<file path="src/rtl/file_stream_controller.sv">
// rtl/file_stream_controller.sv - sequenced file-memory reader streaming bytes over valid/ready
//
// Reads a run of bytes from a 1-cycle-latency synchronous memory, starting at
// a command base address, and presents them one per cycle on a valid/ready
// stream. A 2-entry output buffer plus read-credit accounting means the
// consumer may stall at any time without a byte being lost or repeated.
//
// Build option:
//   FILE_STREAM_LOOP_EN - when defined, a transfer started with i_loop high
//                         restarts at the base address after every pass and
//                         only ends on i_abort or reset. When undefined,
//                         i_loop is ignored.
//
// Ports:
//   clock           in   rising-edge clock
//   reset           in   asynchronous, active-high reset
//   i_start         in   command strobe, honoured in IDLE only
//   i_base_addr     in   first address of the transfer
//   i_length        in   byte count, 0..DEPTH
//   i_loop          in   repeat transfer (FILE_STREAM_LOOP_EN builds only)
//   i_abort         in   cancel the current transfer
//   o_busy          out  high whenever not IDLE
//   o_done          out  one-cycle pulse on normal completion
//   o_mem_rd_en     out  memory read request
//   o_mem_addr      out  memory read address
//   i_mem_rd_data   in   memory data, valid the cycle after o_mem_rd_en
//   o_out_data      out  stream byte
//   o_out_valid     out  stream byte valid
//   i_out_ready     in   consumer accepts the byte
//   o_out_last      out  marks the final byte of a pass

module file_stream_controller #(
    parameter int ADDR_W = 7,
    parameter int DATA_W = 8,
    parameter int DEPTH  = 128
) (
    input  logic              clock,
    input  logic              reset,
    input  logic              i_start,
    input  logic [ADDR_W-1:0] i_base_addr,
    input  logic [ADDR_W:0]   i_length,
    input  logic              i_loop,
    input  logic              i_abort,
    output logic              o_busy,
    output logic              o_done,
    output logic              o_mem_rd_en,
    output logic [ADDR_W-1:0] o_mem_addr,
    input  logic [DATA_W-1:0] i_mem_rd_data,
    output logic [DATA_W-1:0] o_out_data,
    output logic              o_out_valid,
    input  logic              i_out_ready,
    output logic              o_out_last
);

    typedef enum logic [1:0] {
        S_IDLE  = 2'd0,
        S_RUN   = 2'd1,
        S_DRAIN = 2'd2,
        S_DONE  = 2'd3
    } state_t;

    state_t r_state;
    state_t w_next_state;

    // Latched command
    logic [ADDR_W-1:0] r_base;
    logic [ADDR_W:0]   r_len;
    logic              r_loop;

    // Read sequencing
    logic [ADDR_W-1:0] r_rd_ptr;
    logic [ADDR_W:0]   r_remaining;
    logic              r_inflight;
    logic              r_inflight_last;

    // Output buffer: entry 0 is the head
    logic [DATA_W-1:0] r_buf_data0;
    logic [DATA_W-1:0] r_buf_data1;
    logic              r_buf_last0;
    logic              r_buf_last1;
    logic [1:0]        r_count;

    logic              w_loop_cmd;
    logic              w_accept;
    logic              w_flush;
    logic              w_pop;
    logic              w_push;
    logic              w_pass_end;
    logic              w_credit;
    logic [2:0]        w_occ_after;
    logic [ADDR_W-1:0] w_ptr_inc;

`ifdef FILE_STREAM_LOOP_EN
    assign w_loop_cmd = i_loop;
`else
    // Loop support is compiled out; the input is deliberately discarded.
    assign w_loop_cmd = i_loop & 1'b0;
`endif

    // A start coinciding with abort is dropped so abort always wins.
    assign w_accept    = (r_state == S_IDLE) && i_start && !i_abort;
    assign w_flush     = (r_state != S_IDLE) && i_abort;

    assign o_out_valid = (r_count != 2'd0);
    assign o_out_data  = r_buf_data0;
    assign o_out_last  = o_out_valid && r_buf_last0;
    assign o_mem_addr  = r_rd_ptr;

    assign w_pop       = o_out_valid && i_out_ready;
    assign w_push      = r_inflight;

    // The read issued this cycle is the final address of its pass.
    assign w_pass_end  = (r_remaining == {{ADDR_W{1'b0}}, 1'b1});

    // Slots already claimed once this cycle's pop is accounted for: buffered
    // bytes plus the byte returning from memory. A new read may only be
    // issued if that leaves room for it when it returns next cycle.
    assign w_occ_after = {1'b0, r_count} + {2'b00, r_inflight} - {2'b00, w_pop};
    assign w_credit    = (w_occ_after < 3'd2);

    assign w_ptr_inc   = (r_rd_ptr == ADDR_W'(DEPTH - 1)) ? '0 : r_rd_ptr + 1'b1;

    // State register
    always_ff @(posedge clock or posedge reset) begin
        if (reset) begin
            r_state <= S_IDLE;
        end else begin
            r_state <= w_next_state;
        end
    end

    // Next state and control outputs
    always_comb begin
        w_next_state = r_state;
        o_busy       = (r_state != S_IDLE);
        o_done       = 1'b0;
        o_mem_rd_en  = 1'b0;

        case (r_state)
            S_IDLE: begin
                if (w_accept) begin
                    if (i_length == '0) begin
                        w_next_state = S_DONE;
                    end else begin
                        w_next_state = S_RUN;
                    end
                end
            end

            S_RUN: begin
                if (i_abort) begin
                    w_next_state = S_IDLE;
                end else begin
                    o_mem_rd_en = w_credit;
                    if (w_credit && w_pass_end && !r_loop) begin
                        w_next_state = S_DRAIN;
                    end
                end
            end

            S_DRAIN: begin
                if (i_abort) begin
                    w_next_state = S_IDLE;
                end else if (w_pop && r_buf_last0) begin
                    w_next_state = S_DONE;
                end
            end

            S_DONE: begin
                o_done       = !i_abort;
                w_next_state = S_IDLE;
            end

            default: begin
                w_next_state = S_IDLE;
            end
        endcase
    end

    // Command latch and read pointer
    always_ff @(posedge clock or posedge reset) begin
        if (reset) begin
            r_base      <= '0;
            r_len       <= '0;
            r_loop      <= 1'b0;
            r_rd_ptr    <= '0;
            r_remaining <= '0;
        end else if (w_accept) begin
            r_base      <= i_base_addr;
            r_len       <= i_length;
            r_loop      <= w_loop_cmd;
            r_rd_ptr    <= i_base_addr;
            r_remaining <= i_length;
        end else if (o_mem_rd_en) begin
            if (w_pass_end && r_loop) begin
                // Seamless restart of the next pass.
                r_rd_ptr    <= r_base;
                r_remaining <= r_len;
            end else begin
                r_rd_ptr    <= w_ptr_inc;
                r_remaining <= r_remaining - 1'b1;
            end
        end
    end

    // In-flight read tracking; an abort discards the pending return.
    always_ff @(posedge clock or posedge reset) begin
        if (reset) begin
            r_inflight      <= 1'b0;
            r_inflight_last <= 1'b0;
        end else if (w_flush) begin
            r_inflight      <= 1'b0;
            r_inflight_last <= 1'b0;
        end else begin
            r_inflight      <= o_mem_rd_en;
            r_inflight_last <= o_mem_rd_en && w_pass_end;
        end
    end

    // Two-entry output buffer
    always_ff @(posedge clock or posedge reset) begin
        if (reset) begin
            r_buf_data0 <= '0;
            r_buf_data1 <= '0;
            r_buf_last0 <= 1'b0;
            r_buf_last1 <= 1'b0;
            r_count     <= 2'd0;
        end else if (w_flush) begin
            r_count     <= 2'd0;
        end else begin
            case ({w_push, w_pop})
                2'b10: begin
                    if (r_count == 2'd0) begin
                        r_buf_data0 <= i_mem_rd_data;
                        r_buf_last0 <= r_inflight_last;
                    end else begin
                        r_buf_data1 <= i_mem_rd_data;
                        r_buf_last1 <= r_inflight_last;
                    end
                    r_count <= r_count + 2'd1;
                end
                2'b01: begin
                    r_buf_data0 <= r_buf_data1;
                    r_buf_last0 <= r_buf_last1;
                    r_count     <= r_count - 2'd1;
                end
                2'b11: begin
                    if (r_count == 2'd1) begin
                        r_buf_data0 <= i_mem_rd_data;
                        r_buf_last0 <= r_inflight_last;
                    end else begin
                        r_buf_data0 <= r_buf_data1;
                        r_buf_last0 <= r_buf_last1;
                        r_buf_data1 <= i_mem_rd_data;
                        r_buf_last1 <= r_inflight_last;
                    end
                end
                default: begin
                end
            endcase
        end
    end

endmodule

</file>
<file path="config.mk">
export PLATFORM = sky130hd
export DESIGN_NAME = file_stream_controller
export DESIGN_NICKNAME = d
export VERILOG_FILES = /design/src/rtl/file_stream_controller.sv
export SDC_FILE = /design/constraint.sdc
export NUM_CORES = 1
export LEC_CHECK = 0
export CAP_MARGIN = 10
export CORE_MARGIN = 2
export CORE_UTILIZATION = 54
export DETAILED_ROUTE_END_ITERATION = 8
export PLACE_DENSITY = 0.82
export SETUP_SLACK_MARGIN = 0.15
export SYNTH_ARGS = -nofsm -noshare
export SYNTH_HDL_FRONTEND = slang
export SYNTH_SLANG_ARGS = --single-unit
</file>
<file path="constraint.sdc">
create_clock -name clock -period 6.7 [get_ports clock]
set_input_delay 1.675 -clock clock [delete_from_list [all_inputs] [get_ports clock]]
set_output_delay 1.675 -clock clock [all_outputs]
set_load 0.03 [all_outputs]
</file>
==> results.md, run 1 <==
* Final critical-path required period at 6.119 ns
* Setup_tns at 0 ns
* Residual DRC count at 0
* Pins over their slew limit at 0
* Arrival time at the worst endpoint at 4.44 ns
* Hold crit path type: reg2reg
* Final Wtd Congestion at 0.8206
* Clock Latency Late Sink at 0.29 ns
* FF+latch count, synth at 39
* Critical-path cell list: clkdlybuf4s50_1 -> nor2b_1 -> xnor2_1 -> nand2_1 -> fa_1 -> xnor2_2 -> nand3_2 -> inv_1 -> clkdlybuf4s50_1
* Fmax at 163.4 MHz
* Buffers and inverters on the worst path at 3
* Cell count after synthesis at 210
* Via density at 5.808
* LEAKAGE at 0.001199 uW
* PostCTS Resize Cnt at 0
* Switching Power at 448.5 uW
* N_diodes at 0
* CP startpoint kind: input port
* Design Area, Final at 0.002749 sq mm
* Worst setup EP type: primary output
* Final setup violation count at 0
* Clock slew at reported path FFs at 0.07 ns
* Starting Density at 0.5765
* Syn_nets at 245
* CTS H-tree depth at 2
* Via count at 1783
* CP Class: in2out
* Clk buf depth at 2
* Number of synthesized flops with an enable pin at 0
* Power share of the combinational group at 0.488
* Pwr per Cell Area at 402.9 mW/mm^2
* CP peak stage delay at 0.68 ns
* Part of the power in registers at 0.368
* Clock share of power at 0.144
* Status: completed
* Sw Share at 0.4050
* Total length of routed wires at 4.643 mm
* Share of the yosys chip area belonging to registers at 0.4522
* Die height at 67.22 microns
* Largest net degree at the start of global routing at 40
* Worst slew pin tran at 0.7762 ns
* Worst vdd ir at 0.2339 mV
* Critical path's top delay family: buffers and inverters
* Drt initial violations at 103
* TritonCTS clock tree: built
* All-layer global routing usage at 0.2321
* Standard-cell row count at 22
* Unrepaired setup endpoints after global routing: no
* HPWL Detailed at 3.353 mm
* Synth Warn # at 0
* CTS buffer count at 5
* Global route overflow at 0
* First-pass GRT wire length at 7.769 mm
* Max Cap Viol at 0
* Most frequent CP cell: clkdlybuf4s50_1
* # IOs at 49
* Cell-internal power at 659.0 uW
* Netlist cell types at 58
* Post-layout net count at 294
* IO buf count at 47
* Max_slew headroom at 0.4803
* Post-CTS setup buffer count at 0
* Crit share post-route at 0.9133
* Synth Cell Area at 0.002158 sq mm
* Iteration count of the initial detailed-routing pass at 4
* Ys async rst share at 1.000
* Final Hold Viols at 0
* Core area at 0.003744 sq mm
* Hold Buf Count CTS at 0
* Routed len/inst at 15.12 microns
* Vias in the first global route at 1737
* Die ar. at 0.004519 sq mm
* WP data required at 5.03 ns
* Remaining antenna violation count at 0
* Clock Skew at 0.005533 ns
* Area delta synth->final at 27.36%
* Share of cells above drive strength 1 at 0.1274
* Die width at 67.22 microns
* Syn_area_per_cell at 10.28 sq um
* CTS root buf: clkbuf_8
* CP max-delay cell: clkdlybuf4s50_1
* Sinks on Clock Net at 39
* Worst Path Max Fanout at 5
* Initial antenna violation count at 0
* Top_reg_cell synth: dfrtp_1
* Placed Area at 0.002661 sq mm
-- placed cells by master (no fill, tap or decap), types with 5 or more instances in the layout --
cell type / n
clkbuf_8: 6
mux2_2: 10
inv_1: 9
clkdlybuf4s50_1: 47
o21ai_0: 7
a21oi_1: 13
mux2i_1: 9
ha_1: 5
nor2_1: 23
nand2_1: 17
nor3_1: 6
dfrtp_1: 39
-- worst paths after layout --
kind / start / depth (start not counted) / slack [ns] / to
worst min register to register: r_buf_data1[4] / 1 / 0.50 / r_buf_data1[4]
worst min-delay path: r_buf_data1[4] / 1 / 0.50 / r_buf_data1[4]
min in group asynchronous: reset / 3 / 1.79 / o_mem_addr[4]
worst max register to register: r_count[1] / 11 / 3.57 / o_mem_addr[6]
max in group asynchronous: reset / 3 / 4.57 / r_buf_data1[3]
worst max-delay path: i_out_ready / 9 / 0.58 / o_mem_rd_en
-- worst reg2reg max path: stages, from the launching register on --
cell	delay [ns]
dfrtp_1	0.48
inv_1	0.10
ha_1	0.24
nor2b_1	0.32
xnor2_1	0.20
nand2_1	0.12
fa_1	0.42
xnor2_2	0.26
nand3_2	0.13
buf_4	0.21
or4_1	0.51
nand3_1	0.09
-- cells by family after synthesis --
logic type / Yosys count / synth area share
compound gates: 47 / 0.1507
xor+xnor: 3 / 0.01566
fa+ha+maj: 6 / 0.03826
buf+inv: 17 / 0.03884
flops: 39 / 0.4522
mux: 19 / 0.09392
simple gates: 79 / 0.2104
-- per-stage QoR --
stage	utilization	hold WS, ns	instances	power, uW	worst slack [ns]
floorplan	-	0.4725	210	769.1	1.769
global placement	0.7109	0.4852	300	932.9	0.6853
detailed placement	0.7109	0.4935	300	952.6	0.6008
CTS	0.7343	0.5093	307	1117	0.5796
global route	0.7343	0.5196	307	1190	0.4272
finish	0.7343	0.5048	307	1108	0.5811
-- synth_stat cells, types with 3 or more instances --
cell | number | area [sq um]
dfrtp_1 | 39 | 975.9
nor2_1 | 23 | 86.33
nand2_1 | 17 | 63.81
a21oi_1 | 13 | 65.06
mux2_2 | 10 | 112.6
inv_1 | 9 | 33.78
mux2i_1 | 9 | 90.09
o21ai_0 | 7 | 35.03
nor3_1 | 6 | 30.03
ha_1 | 5 | 62.56
buf_2 | 4 | 20.02
a31o_2 | 3 | 26.28
nand3_1 | 3 | 15.01
nor2b_1 | 3 | 18.77
nor4b_1 | 3 | 26.28
-- routing by layer --
| metal | part of all wire | global-route usage |
|---|---|---|
| met1 | 0.45 | 0.2739 |
| met5 | 0 | 0 |
| met3 | 0.056 | 0.06167 |
| met4 | 0.011 | 0.06378 |
| met2 | 0.49 | 0.4158 |
-- power by group through the flow --
stage                     combinational [uW]  clock, uW  sequential [uW]
after CTS                                545        165              407
final                                    540        159              408
after detailed placement                 542          0              411
after global placement                   528          0              405
after global routing                     592        177              422
after floorplan                          297          0              472
-- area by class of cell --
cell class / count / area [sq um]
clock inverter: 1 / 5.005
inverter: 9 / 33.78
multi-input combinational: 154 / 1099
clock buffer: 6 / 82.58
tap: 48 / 60.06
fill: 312 / 994.7
sequential: 39 / 975.9
timing repair buffer: 50 / 493.0
-- flip-flops by register name, indices dropped and copies added, names as in the netlist --
signal,flops
o_out_data,8
r_buf_data1,8
r_remaining,8
o_mem_addr,7
r_count,2
r_state,2
r_buf_last0,1
r_buf_last1,1
r_inflight,1
r_inflight_last,1
(Power assumes the default switching activity.)
==> inputs of run 2 (changes only) <==
--- a/config.mk
+++ b/config.mk
@@ -5,12 +5,14 @@
 export SDC_FILE = /design/constraint.sdc
 export NUM_CORES = 1
 export LEC_CHECK = 0
+export ABC_CLOCK_PERIOD_IN_PS = 6700
 export CAP_MARGIN = 10
 export CORE_MARGIN = 2
 export CORE_UTILIZATION = 54
 export DETAILED_ROUTE_END_ITERATION = 8
 export PLACE_DENSITY = 0.82
 export SETUP_SLACK_MARGIN = 0.15
+export SKIP_CTS_REPAIR_TIMING = 1
 export SYNTH_ARGS = -nofsm -noshare
 export SYNTH_HDL_FRONTEND = slang
 export SYNTH_SLANG_ARGS = --single-unit
==> results of run 2 <==
Same layout as run 1: the final DEF is identical, and so are final timing and power.
